**config.mk**
```make
export PLATFORM = sky130hd
export DESIGN_NAME = fetch_request_unit
export DESIGN_NICKNAME = d
export VERILOG_FILES = /design/src/rtl/fetch_request_unit.sv
export SDC_FILE = /design/constraint.sdc
export NUM_CORES = 1
export LEC_CHECK = 0
export CAP_MARGIN = 30
export CORE_ASPECT_RATIO = 0.75
export CORE_UTILIZATION = 40
export DETAILED_ROUTE_END_ITERATION = 16
export PLACE_DENSITY_LB_ADDON = 0.15
export SLEW_MARGIN = 25
export SYNTH_ARGS = -nofsm -noshare
export SYNTH_HDL_FRONTEND = slang
export SYNTH_SLANG_ARGS = --single-unit
```
**constraint.sdc**
```tcl
create_clock -name CLK -period 2.6 [get_ports CLK]
set_input_delay 0.65 -clock CLK [delete_from_list [all_inputs] [get_ports CLK]]
set_output_delay 0.65 -clock CLK [all_outputs]
set_load 0.01 [all_outputs]
```
**src/rtl/fetch_request_unit.sv**
```systemverilog
// rtl/fetch_request_unit.sv - multicycle fetch/data request sequencer with pcenable pulse
module fetch_request_unit #(
    parameter int          STALL_W  = 16,
    parameter logic [31:0] RESET_IR = 32'h0000_0000
) (
    input  logic               CLK,
    input  logic               nRST,
    input  logic [31:0]        i_pc_addr,
    input  logic               i_ihit,
    input  logic [31:0]        i_iload,
    input  logic               i_dhit,
    input  logic               i_dren_req,
    input  logic               i_dwen_req,
    input  logic               i_halt_req,
    output logic               o_imemREN,
    output logic [31:0]        o_imemaddr,
    output logic               o_dmemREN,
    output logic               o_dmemWEN,
    output logic [31:0]        o_instr,
    output logic               o_instr_valid,
    output logic               o_pcenable,
    output logic               o_halt,
    output logic [STALL_W-1:0] o_stall_cnt
);

    typedef enum logic [1:0] {
        FETCH  = 2'd0,
        EXEC   = 2'd1,
        DATA   = 2'd2,
        HALTED = 2'd3
    } state_t;

    localparam logic [STALL_W-1:0] STALL_ONE = {{(STALL_W-1){1'b0}}, 1'b1};

    state_t              r_state;
    state_t              w_next_state;
    logic                r_run;
    logic                r_dren;
    logic                r_dwen;
    logic [31:0]         r_instr;
    logic [STALL_W-1:0]  r_stall_cnt;
    logic                w_stall_inc;
    logic                w_pcenable;

    // r_run holds every request low for the first cycle after reset release
    always_ff @(posedge CLK, negedge nRST) begin
        if (!nRST) begin
            r_state     <= FETCH;
            r_run       <= 1'b0;
            r_dren      <= 1'b0;
            r_dwen      <= 1'b0;
            r_instr     <= RESET_IR;
            r_stall_cnt <= '0;
        end else begin
            r_run   <= 1'b1;
            r_state <= w_next_state;
            if (r_run && r_state == FETCH && i_ihit) begin
                r_instr <= i_iload;
            end
            // Load wins when decode flags both; the store is dropped
            if (r_state == EXEC) begin
                r_dren <= i_dren_req;
                r_dwen <= i_dwen_req & ~i_dren_req;
            end
            if (w_stall_inc && r_stall_cnt != {STALL_W{1'b1}}) begin
                r_stall_cnt <= r_stall_cnt + STALL_ONE;
            end
        end
    end

    always_comb begin
        w_next_state = r_state;
        w_pcenable   = 1'b0;
        w_stall_inc  = 1'b0;
        case (r_state)
            FETCH: begin
                if (r_run) begin
                    if (i_ihit) begin
                        w_next_state = EXEC;
                    end else begin
                        w_stall_inc = 1'b1;
                    end
                end
            end
            EXEC: begin
                if (i_halt_req) begin
                    w_next_state = HALTED;
                end else if (i_dren_req || i_dwen_req) begin
                    w_next_state = DATA;
                end else begin
                    w_pcenable   = 1'b1;
                    w_next_state = FETCH;
                end
            end
            DATA: begin
                if (i_dhit) begin
                    w_pcenable   = 1'b1;
                    w_next_state = FETCH;
                end else begin
                    w_stall_inc = 1'b1;
                end
            end
            HALTED: begin
                w_next_state = HALTED;
            end
            default: begin
                w_next_state = FETCH;
            end
        endcase
    end

    assign o_imemREN     = r_run && (r_state == FETCH);
    assign o_imemaddr    = i_pc_addr;
    assign o_dmemREN     = (r_state == DATA) && r_dren;
    assign o_dmemWEN     = (r_state == DATA) && r_dwen;
    assign o_instr       = r_instr;
    assign o_instr_valid = (r_state == EXEC) || (r_state == DATA);
    assign o_pcenable    = w_pcenable;
    assign o_halt        = (r_state == HALTED);
    assign o_stall_cnt   = r_stall_cnt;

endmodule
```
==> out/results.tsv, run 1 <==
stage	metric	value	unit
outcome	status	completed	
cts	CTS buffer count	5	
synthesis	Synth Area in Compound Gates	4.506	%
critical_path	critical path startpoint category	flip-flop	
pwr	Pleak	0.001521	µW
floorplan	Core Area	6006	µm²
cts	CTS H-Tree Depth	2	
synthesis	mux cell area share after synthesis	14.97	%
synthesis	flops & latches, synth	53	
global_route	largest net degree at the start of global routing	33	
synthesis	largest area contributor in the netlist	dfrtp_1	
routing	total number of vias	1693	
timing	Least-Margin Pin Slew	0.5641	ns
synthesis	number of synthesized flops with an enable pin	0	
synthesis	Ys Warns	0	
global_route	first-pass GRT wire length	8576	µm
timing	fin. max-slew vios	0	
placed_design	Placed Area	3402	µm²
floorplan	die height	71.59	µm
routing	WL final	5624	µm
cts	CTS tree	built	
final_layout	non-filler cells, final	350	
pwr	sequential share of power	39.1	%
cts	CTS max path bufs	2	
floorplan	Ports	157	
critical_path	crit path max fanout	5	
timing	RSZ-0062 raised after global routing	no	
synthesis	share of the synthesized area in the top cell type	51.36	%
global_route	initial antenna violation count	0	
timing	clk_skew	0.009577	ns
critical_path	CP Data Arrival Time	1.77	ns
placed_design	detailed placement HPWL	4235	µm
placed_design	Routability Congestion	0.7630	
final_layout	cell area after layout	3521	µm²
routing	first drt pass iteration count	2	
cts	hold_buf cts	0	
synthesis	adder-cell share of the synthesized area	3.391	%
routing	DR WL/cell	16.07	µm
final_layout	commonest non-fill, non-tap cell in the layout	clkdlybuf4s50_1	
routing	Routed Antenna Nets	0	
routing	DRC violations left	0	
timing	Tcrit/Tclk final	93.11	%
synthesis	Post-synth ARST share	100.0	%
synthesis	xor/xnor share of the synthesized area	4.748	%
final_layout	P&R area growth vs syn	36.34	%
pwr	switching share of total power	30.48	%
run	Max-Cap Viols	0	
synthesis	top cells by area, synth	dfrtp_1, mux2_2, buf_4	
final_layout	share of cells above drive strength 1	20.22	%
cts	Clock Sinks	53	
timing	setup violators final	0	
critical_path	Crit Path Category	reg -> out	
synthesis	number of distinct library cells after synthesis	39	
worst_hold_path	Hold Crit Class	in -> async	
floorplan	Initial Util	43.00	%
pwr	Pint	2404	µW
global_route	global route overflow	0	
synthesis	main flop type after synthesis	dfrtp_1	
pwr	pwr/cell area	982.0	nW/µm²
synthesis	Synth Area per Inst	12.85	µm²
floorplan	chip width	94.78	µm
synthesis	largest family of logic cells by synthesized area	multiplexers	
synthesis	post-synthesis cell area	2582	µm²
final_layout	Fillers	524	
cts	worst skew pair latency	0.30	ns
routing	via/cell ratio	4.837	
cts	clock slew at reported path FFs	0.10	ns
timing	Hold Violations, Final	0	
placed_design	port bufs	92	
timing	final hold slack	0.3209	ns
placed_design	placed cells	342	
global_route	GRT Overall Usage	16.53	%
floorplan	Core Rows	24	
final_layout	most frequent cells in the layout	clkdlybuf4s50_1, dfrtp_1, mux2_2	
synthesis	net count after synthesis	279	
synthesis	synthesized instance count	201	
global_route	vias in the first global route	1721	
routing	Initial DRC Count	51	
pwr	clock share of power	16.8	%
pwr	Switching Power	1054	µW
timing	clock period minus worst slack	2.421	ns
cts	# Post-CTS Setup Buffers	0	
synthesis	register area share after synthesis	51.36	%
timing	max frequency	0.4131	GHz
floorplan	die area	6785	µm²
final_layout	n_diodes	0	
pwr	Gate power share	44.1	%
timing	Max-slew headroom	62.39	%
final_layout	Nets	349	
pwr	Peak VDD IR	0.4362	mV
synthesis	Post-Synth Simple-Gate Area	10.27	%
cts	Root Driver	clkbuf_8	
critical_path	Worst EP required	1.95	ns
critical_path	crit path capture type	output pin	
-- state kept, by name, indices dropped and copies added, names as in the netlist --
name	flops
r_state	2
r_dren	1
o_stall_cnt	16
r_dwen	1
r_run	1
o_instr	32
-- power by group through the flow --
stage	clock [µW]	combinational [µW]	sequential, µW
2_1_floorplan	0	607	1490
3_3_place_gp	0	1530	1370
3_5_place_dp	0	1550	1370
4_1_cts	606	1550	1360
5_1_grt	634	1620	1400
6_report	581	1520	1350
-- final cells by class --
cell class	instances	area [µm²]	area share (%)
flip-flops and latches	53	1326	37.67
multi-input cells	108	982.2	27.90
repair buffers	99	979.7	27.83
well taps	78	97.59	2.772
clock buffers	6	82.58	2.345
clock inverters	2	37.54	1.066
inverters	4	15.01	0.4264
-- worst max-delay path, stage by stage (launching register included) --
cell             delay [ns]
dfrtp_1                0.44
inv_1                  0.12
ha_1                   0.23
and2_1                 0.14
clkdlybuf4s50_1        0.53
-- final timing paths --
| kind | start | to | slack, ns | cells past startpoint |
|---|---|---|---|---|
| max | r_state[0] | o_dmemWEN | 0.18 | 4 |
| min | nRST | o_instr[22] | 0.32 | 1 |
| max reg2reg | r_state[0] | o_stall_cnt[6] | 0.68 | 6 |
| min reg2reg | r_dren | r_dren | 0.51 | 1 |
| max in group asynchronous | nRST | o_instr[3] | 1.61 | 2 |
| min in group CLK | r_dren | r_dren | 0.51 | 1 |
-- cell families after synthesis --
kind of cell,count (synthesis)
adders and majority gates,7
xor gates and xnor gates,14
other,1
DFF,53
buffers and inverters,40
and+or+nand+nor,38
muxes,34
AOI/OAI and AO/OA,14
-- cell usage after synthesis, drive strengths merged, types with 3 or more instances --
master / instances
and3: 3
nand4: 4
buf: 35
and2: 4
nor3: 3
xor2: 6
nand3: 5
xnor2: 8
ha: 7
mux2: 34
dfrtp: 53
inv: 4
nand2b: 3
nand2: 5
-- stage by stage --
step / setup TNS [ns] / power, µW / util [%] / setup WS (ns)
floorplan: 0 / 2099 / - / 0.8633
global placement: -0.03928 / 2903 / 56.65 / -0.03928
detailed placement: -0.05328 / 2922 / 56.65 / -0.05328
CTS: 0 / 3514 / 58.63 / 0.1622
global route: 0 / 3660 / 58.63 / 0.08661
finish: 0 / 3458 / 58.63 / 0.1791
-- metal layers --
layer | track usage, % | share of wire, % | vias to the layer above
li1 | - | - | 801
met1 | 21.15 | 43 | 804
met2 | 25.34 | 45 | 53
met3 | 4.777 | 7.4 | 35
met4 | 8.923 | 4.7 | 0
met5 | 0 | 0 | -
-- what timing repair did --
| action | in CTS | in global routing |
|---|---|---|
| gates resized for setup | 1 | 0 |
| setup endpoints to repair | 1 | 0 |
| endpoints found under the hold margin | 0 | 0 |
(Power assumes the default switching activity.)
==> run 2, diff against run 1 <==
==> constraint.sdc (replaced) <==
create_clock -name CLK -period 2.6 [get_ports CLK]
set_input_delay 0.39 -clock CLK [delete_from_list [all_inputs] [get_ports CLK]]
set_output_delay 0.39 -clock CLK [all_outputs]
set_load 0.01 [all_outputs]
==> run 2 against run 1 <==
Register-to-register slack hardly changed. Largest power group unchanged. Critical endpoint is now o_pcenable. Critical path type unchanged. Sequential share of layout area is 0.71 points higher. Non-clock buffer count is 5 lower.
==> out/results.tsv, run 2 (same netlist as run 1, synthesis figures left out) <==
stage	metric	value	unit	change
placed_design	detailed placement HPWL	4257	µm	+0.52%
timing	fin. max-slew vios	0		unchanged
routing	first drt pass iteration count	4		+2
critical_path	r2r setup slk	0.68	ns	about the same
critical_path	critical path startpoint category	flip-flop		
timing	clock period minus worst slack	2.273	ns	-0.1482 ns
routing	DR WL/cell	16.68	µm	+3.8%
timing	Hold Violations, Final	0		unchanged
critical_path	Reg2Reg Launch Point	r_state[0]		
global_route	first-pass GRT wire length	8956	µm	+4.4%
pwr	Pwr Total	3417	µW	-1.2%
floorplan	chip width	94.78	µm	unchanged
routing	Initial DRC Count	22		-57%
routing	DR WL met3	412	µm	-1.4%
floorplan	Ports	157		unchanged
pwr	Peak VDD IR	0.4143	mV	-5.0%
final_layout	P&R area growth vs syn	33.82	%	
floorplan	die height	71.59	µm	unchanged
timing	RSZ-0062 raised after global routing	no		
cts	worst skew pair latency	0.29	ns	about the same
cts	# Post-CTS Setup Buffers	0		unchanged
timing	Least-Margin Pin Slew	0.6654	ns	+0.1013 ns
run	Max-Cap Viols	0		unchanged
cts	post-CTS resize count	0		-1
cts	hold_buf cts	0		unchanged
cts	Clock Sinks	53		unchanged
final_layout	most frequent cells in the layout	clkdlybuf4s50_1, dfrtp_1, mux2_2		
routing	Routed Antenna Nets	0		unchanged
critical_path	Reg2Reg Capture Point	o_stall_cnt[12]		
final_layout	n_diodes	0		unchanged
critical_path	crit path capture type	output pin		
final_layout	commonest non-fill, non-tap cell in the layout	clkdlybuf4s50_1		
final_layout	non-filler cells, final	344		-1.7%
pwr	Pleak	0.001482	µW	-2.6%
global_route	initial antenna violation count	0		unchanged
critical_path	Crit Path Category	reg -> out		
timing	max frequency	0.4400	GHz	+6.5%
cts	CTS max path bufs	2		unchanged
final_layout	share of cells above drive strength 1	18.42	%	-1.8 points
cts	CTS tree	built		
floorplan	Core Area	6006	µm²	unchanged
routing	Top Metal Used	met4		
timing	clk_skew	0.008008	ns	-0.001569 ns
critical_path	crit path max fanout	5		unchanged
outcome	status	completed		
global_route	global route overflow	0		unchanged
pwr	pwr/cell area	988.8	nW/µm²	+0.69%
timing	total negative slack	0	ns	unchanged
floorplan	die area	6785	µm²	unchanged
placed_design	port bufs	92		unchanged
timing	Max-slew headroom	55.64	%	-6.8 points
routing	DRC violations left	0		unchanged
timing	setup violators final	0		unchanged
critical_path	Worst EP required	2.21	ns	+0.26 ns
global_route	GRT Overall Usage	17.17	%	+0.64 points
critical_path	Register-to-Register Path Depth	6		unchanged
critical_path	CP Data Arrival Time	1.88	ns	+0.11 ns
placed_design	Routability Congestion	0.7245		-5.0%
timing	Tcrit/Tclk final	87.41	%	-5.7 points
routing	via/cell ratio	4.904		+1.4%
routing	total number of vias	1687		-0.35%
routing	wire length on met1	2519	µm	+4.7%
floorplan	Core Rows	24		unchanged
final_layout	max FFs per register	32		unchanged
worst_hold_path	Hold Crit Class	in -> async		
global_route	largest net degree at the start of global routing	54		+64%
floorplan	Initial Util	43.00	%	unchanged
timing	final hold slack	0.2062	ns	-0.1146 ns
routing	WL final	5739	µm	+2.0%
cts	CTS H-Tree Depth	2		unchanged
routing	metal2 WL	2554	µm	+0.63%
final_layout	Nets	344		-1.4%
placed_design	placed cells	337		-1.5%
global_route	vias in the first global route	1763		+2.4%
cts	CTS buffer count	5		unchanged
cts	clock slew at reported path FFs	0.10	ns	about the same
cts	Root Driver	clkbuf_8		
## run 2: worst max-delay path by stage
stage                         startpoint             end  slack (ns)  cells after the start
after global placement        i_dren_req      o_pcenable        0.46                      5
after detailed placement      i_dren_req      o_pcenable        0.34                      5
after global routing          r_state[0]      o_pcenable        0.23                      5
after floorplan           o_stall_cnt[0]  o_stall_cnt[1]        0.86                      5
final                         r_state[0]      o_pcenable        0.33                      5
after CTS                     r_state[0]      o_pcenable        0.30                      5
## run 2: cell type report
type                    count  area [µm²]
repair buffers             94       930.9
fillers                   516        2550
well taps                  78       97.59
clock buffers               5       68.82
clock inverters             2       35.03
inverters                   4       15.01
multi-input cells         108       982.2
flip-flops and latches     53        1326
## run 2: layer usage
layer / global-route usage, % / up-vias
met4: 7.912 / 0
met1: 22.39 / 811
met3: 4.777 / 34
li1: - / 788
met5: 0 / -
met2: 26.62 / 54
## run 2: metrics by stage
step	setup slack (ns)	utilization (%)	area [µm²]
6_report	0.3273	57.54	3456
5_1_grt	0.2305	57.54	3456
4_1_cts	0.3035	57.54	3456
3_5_place_dp	0.3424	55.81	3352
3_3_place_gp	0.4622	55.81	3352
2_1_floorplan	0.8633	-	2582
## run 2: power by group
group          switching [µW]  total (µW)  internal [µW]
registers                 211        1360           1150
clock network             259         539            280
logic                     583        1520            937
total                    1050        3420           2360
## run 2: critical path, stage by stage, from the launching register on
cell	delay, ns
dfrtp_1	0.44
inv_1	0.13
ha_1	0.24
a22oi_1	0.12
nor2b_1	0.12
clkdlybuf4s50_1	0.55
==> run 3, diff against run 2 <==
Settings changed: PLACE_DENSITY set to 0.87, PLACE_DENSITY_LB_ADDON 0.15 to unset.
==> run 3 against run 2 <==
Combinational power about the same. Register-to-register slack worse by 0.05 ns. Clock-buffer cell count rose by 1. Flip-flop and latch count did not move. Largest cell class unchanged. Sequential share of layout area increased by 0.083 points. Largest power group unchanged. Highest routed layer unchanged. Die area is the same. Setup slack worse by 0.019 ns. Final cell count is 0.29% higher. Global-route usage down 0.78 points.
==> out/results.tsv, run 3 (same netlist as run 1, synthesis figures left out) <==
stage	metric	value	unit	change
critical_path	critical-path cell list	inv_1 -> ha_1 -> a22oi_1 -> nor2b_1 -> clkdlybuf4s50_1		
placed_design	Routability Congestion	0.8396		+16%
global_route	GRT Overall Usage	16.38	%	-0.78 points
global_route	vias in the first global route	1734		-1.6%
timing	RSZ-0062 raised after global routing	no		
final_layout	n_diodes	0		unchanged
timing	final hold slack	0.1968	ns	-0.009457 ns
routing	DRC violations left	0		unchanged
cts	hold_buf cts	0		unchanged
final_layout	commonest non-fill, non-tap cell in the layout	clkdlybuf4s50_1		
placed_design	port bufs	92		unchanged
critical_path	CP Data Arrival Time	1.90	ns	+0.02 ns
critical_path	Slowest cell on crit path	clkdlybuf4s50_1		
routing	via/cell ratio	5.020		+2.4%
cts	# Post-CTS Setup Buffers	0		unchanged
floorplan	Core Rows	24		unchanged
final_layout	cell area after layout	3448	µm²	-0.22%
final_layout	Nets	344		unchanged
global_route	initial antenna violation count	0		unchanged
floorplan	Ports	157		unchanged
critical_path	Worst EP required	2.21	ns	about the same
outcome	status	completed		
timing	Tcrit/Tclk final	88.15	%	+0.74 points
floorplan	die area	6785	µm²	unchanged
floorplan	die height	71.59	µm	unchanged
cts	clock slew at reported path FFs	0.09	ns	about the same
cts	CTS tree	built		
routing	total number of vias	1732		+2.7%
critical_path	critical path startpoint category	flip-flop		
floorplan	Core Area	6006	µm²	unchanged
critical_path	crit path max fanout	5		unchanged
pwr	Pint	2300	µW	-2.7%
critical_path	CP peak stage delay	0.57	ns	+0.02 ns
routing	WL final	5299	µm	-7.7%
cts	CTS buffer count	5		unchanged
run	Max-Cap Viols	0		unchanged
floorplan	chip width	94.78	µm	unchanged
final_layout	max FFs per register	32		unchanged
timing	Hold Violations, Final	0		unchanged
floorplan	Initial Util	43.00	%	unchanged
pwr	clock share of power	14.1	%	-1.7 points
global_route	global route overflow	0		unchanged
cts	Clock Sinks	53		unchanged
worst_hold_path	Hold Crit Class	in -> async		
pwr	sequential share of power	40.6	%	+0.9 points
final_layout	most frequent cells in the layout	clkdlybuf4s50_1, dfrtp_1, mux2_2		
cts	worst skew pair latency	0.30	ns	about the same
timing	fin. max-slew vios	0		unchanged
cts	post-CTS resize count	0		unchanged
critical_path	Register-to-Register Path Depth	6		unchanged
timing	Max-slew headroom	56.01	%	+0.37 points
timing	clock period minus worst slack	2.292	ns	+0.01918 ns
cts	Root Driver	clkbuf_8		
timing	setup violators final	0		unchanged
critical_path	Reg2Reg Capture Point	o_stall_cnt[6]		
global_route	largest net degree at the start of global routing	54		unchanged
critical_path	r2r setup slk	0.63	ns	-0.05 ns
critical_path	Crit Path Category	reg -> out		
timing	max frequency	0.4363	GHz	-0.84%
final_layout	share of cells above drive strength 1	18.73	%	+0.31 points
timing	clk_skew	0.007573	ns	-0.0004346 ns
pwr	Switching Power	1058	µW	+0.49%
timing	Least-Margin Pin Slew	0.6599	ns	-0.005543 ns
placed_design	detailed placement HPWL	3965	µm	-6.9%
critical_path	Reg2Reg Launch Point	r_state[0]		
critical_path	crit path capture type	output pin		
cts	CTS max path bufs	2		unchanged
pwr	Pleak	0.001479	µW	-0.19%
pwr	pwr/cell area	973.8	nW/µm²	-1.5%
global_route	first-pass GRT wire length	8521	µm	-4.9%
routing	first drt pass iteration count	4		unchanged
pwr	switching share of total power	31.52	%	+0.70 points
pwr	Gate power share	45.3	%	+0.8 points
routing	DR WL/cell	15.36	µm	-7.9%
pwr	Peak VDD IR	0.5447	mV	+31%
routing	Initial DRC Count	43		+95%
cts	CTS H-Tree Depth	2		unchanged
placed_design	Placed Area	3352	µm²	unchanged
final_layout	P&R area growth vs syn	33.53	%	
timing	total negative slack	0	ns	unchanged
routing	Routed Antenna Nets	0		unchanged
run 3: worst max path at each step:
stage / depth (start not counted) / from / slack [ns] / end
after floorplan: 5 / o_stall_cnt[0] / 0.86 / o_stall_cnt[1]
after global placement: 5 / i_dren_req / 0.45 / o_pcenable
after detailed placement: 5 / i_dren_req / 0.40 / o_pcenable
after CTS: 5 / r_state[0] / 0.32 / o_pcenable
after global routing: 5 / r_state[0] / 0.20 / o_pcenable
final: 5 / r_state[0] / 0.31 / o_pcenable
run 3: final cells by class:
cell class | instances | area [µm²]
clock buffer | 6 | 82.58
tap | 78 | 97.59
timing repair buffer | 94 | 930.9
fill | 514 | 2557
sequential | 53 | 1326
inverter | 4 | 15.01
clock inverter | 2 | 13.76
multi-input combinational | 108 | 982.2
run 3: routing by layer:
metal	up-vias	wire length (µm)	track usage (%)
li1	794	-	-
met1	869	2267	21.09
met2	61	2659	27.18
met3	8	348	4.459
met4	0	24	4.714
met5	-	0	0
run 3: metrics by stage:
stage	setup WS, ns	utilization, %	total power [µW]	instances
2_1_floorplan	0.8633	-	2099	201
3_3_place_gp	0.4508	55.81	2851	337
3_5_place_dp	0.4020	55.81	2913	337
4_1_cts	0.3207	57.42	3402	345
5_1_grt	0.1957	57.42	3578	345
6_report	0.3081	57.42	3358	345
run 3: power groups by stage:
stage / clock network, µW / logic [µW] / registers [µW]
final: 475 / 1520 / 1360
after global routing: 527 / 1640 / 1410
after CTS: 496 / 1540 / 1370
after detailed placement: 0 / 1530 / 1380
after global placement: 0 / 1500 / 1360
after floorplan: 0 / 607 / 1490
run 3: worst max-delay path: cells and delay by family (launching register included):
kind	cells	cell delay, ns
buffers and inverters	2	0.69
DFF	1	0.44
adders and majority gates	1	0.22
and+or+nand+nor	1	0.15
AOI/OAI and AO/OA	1	0.10
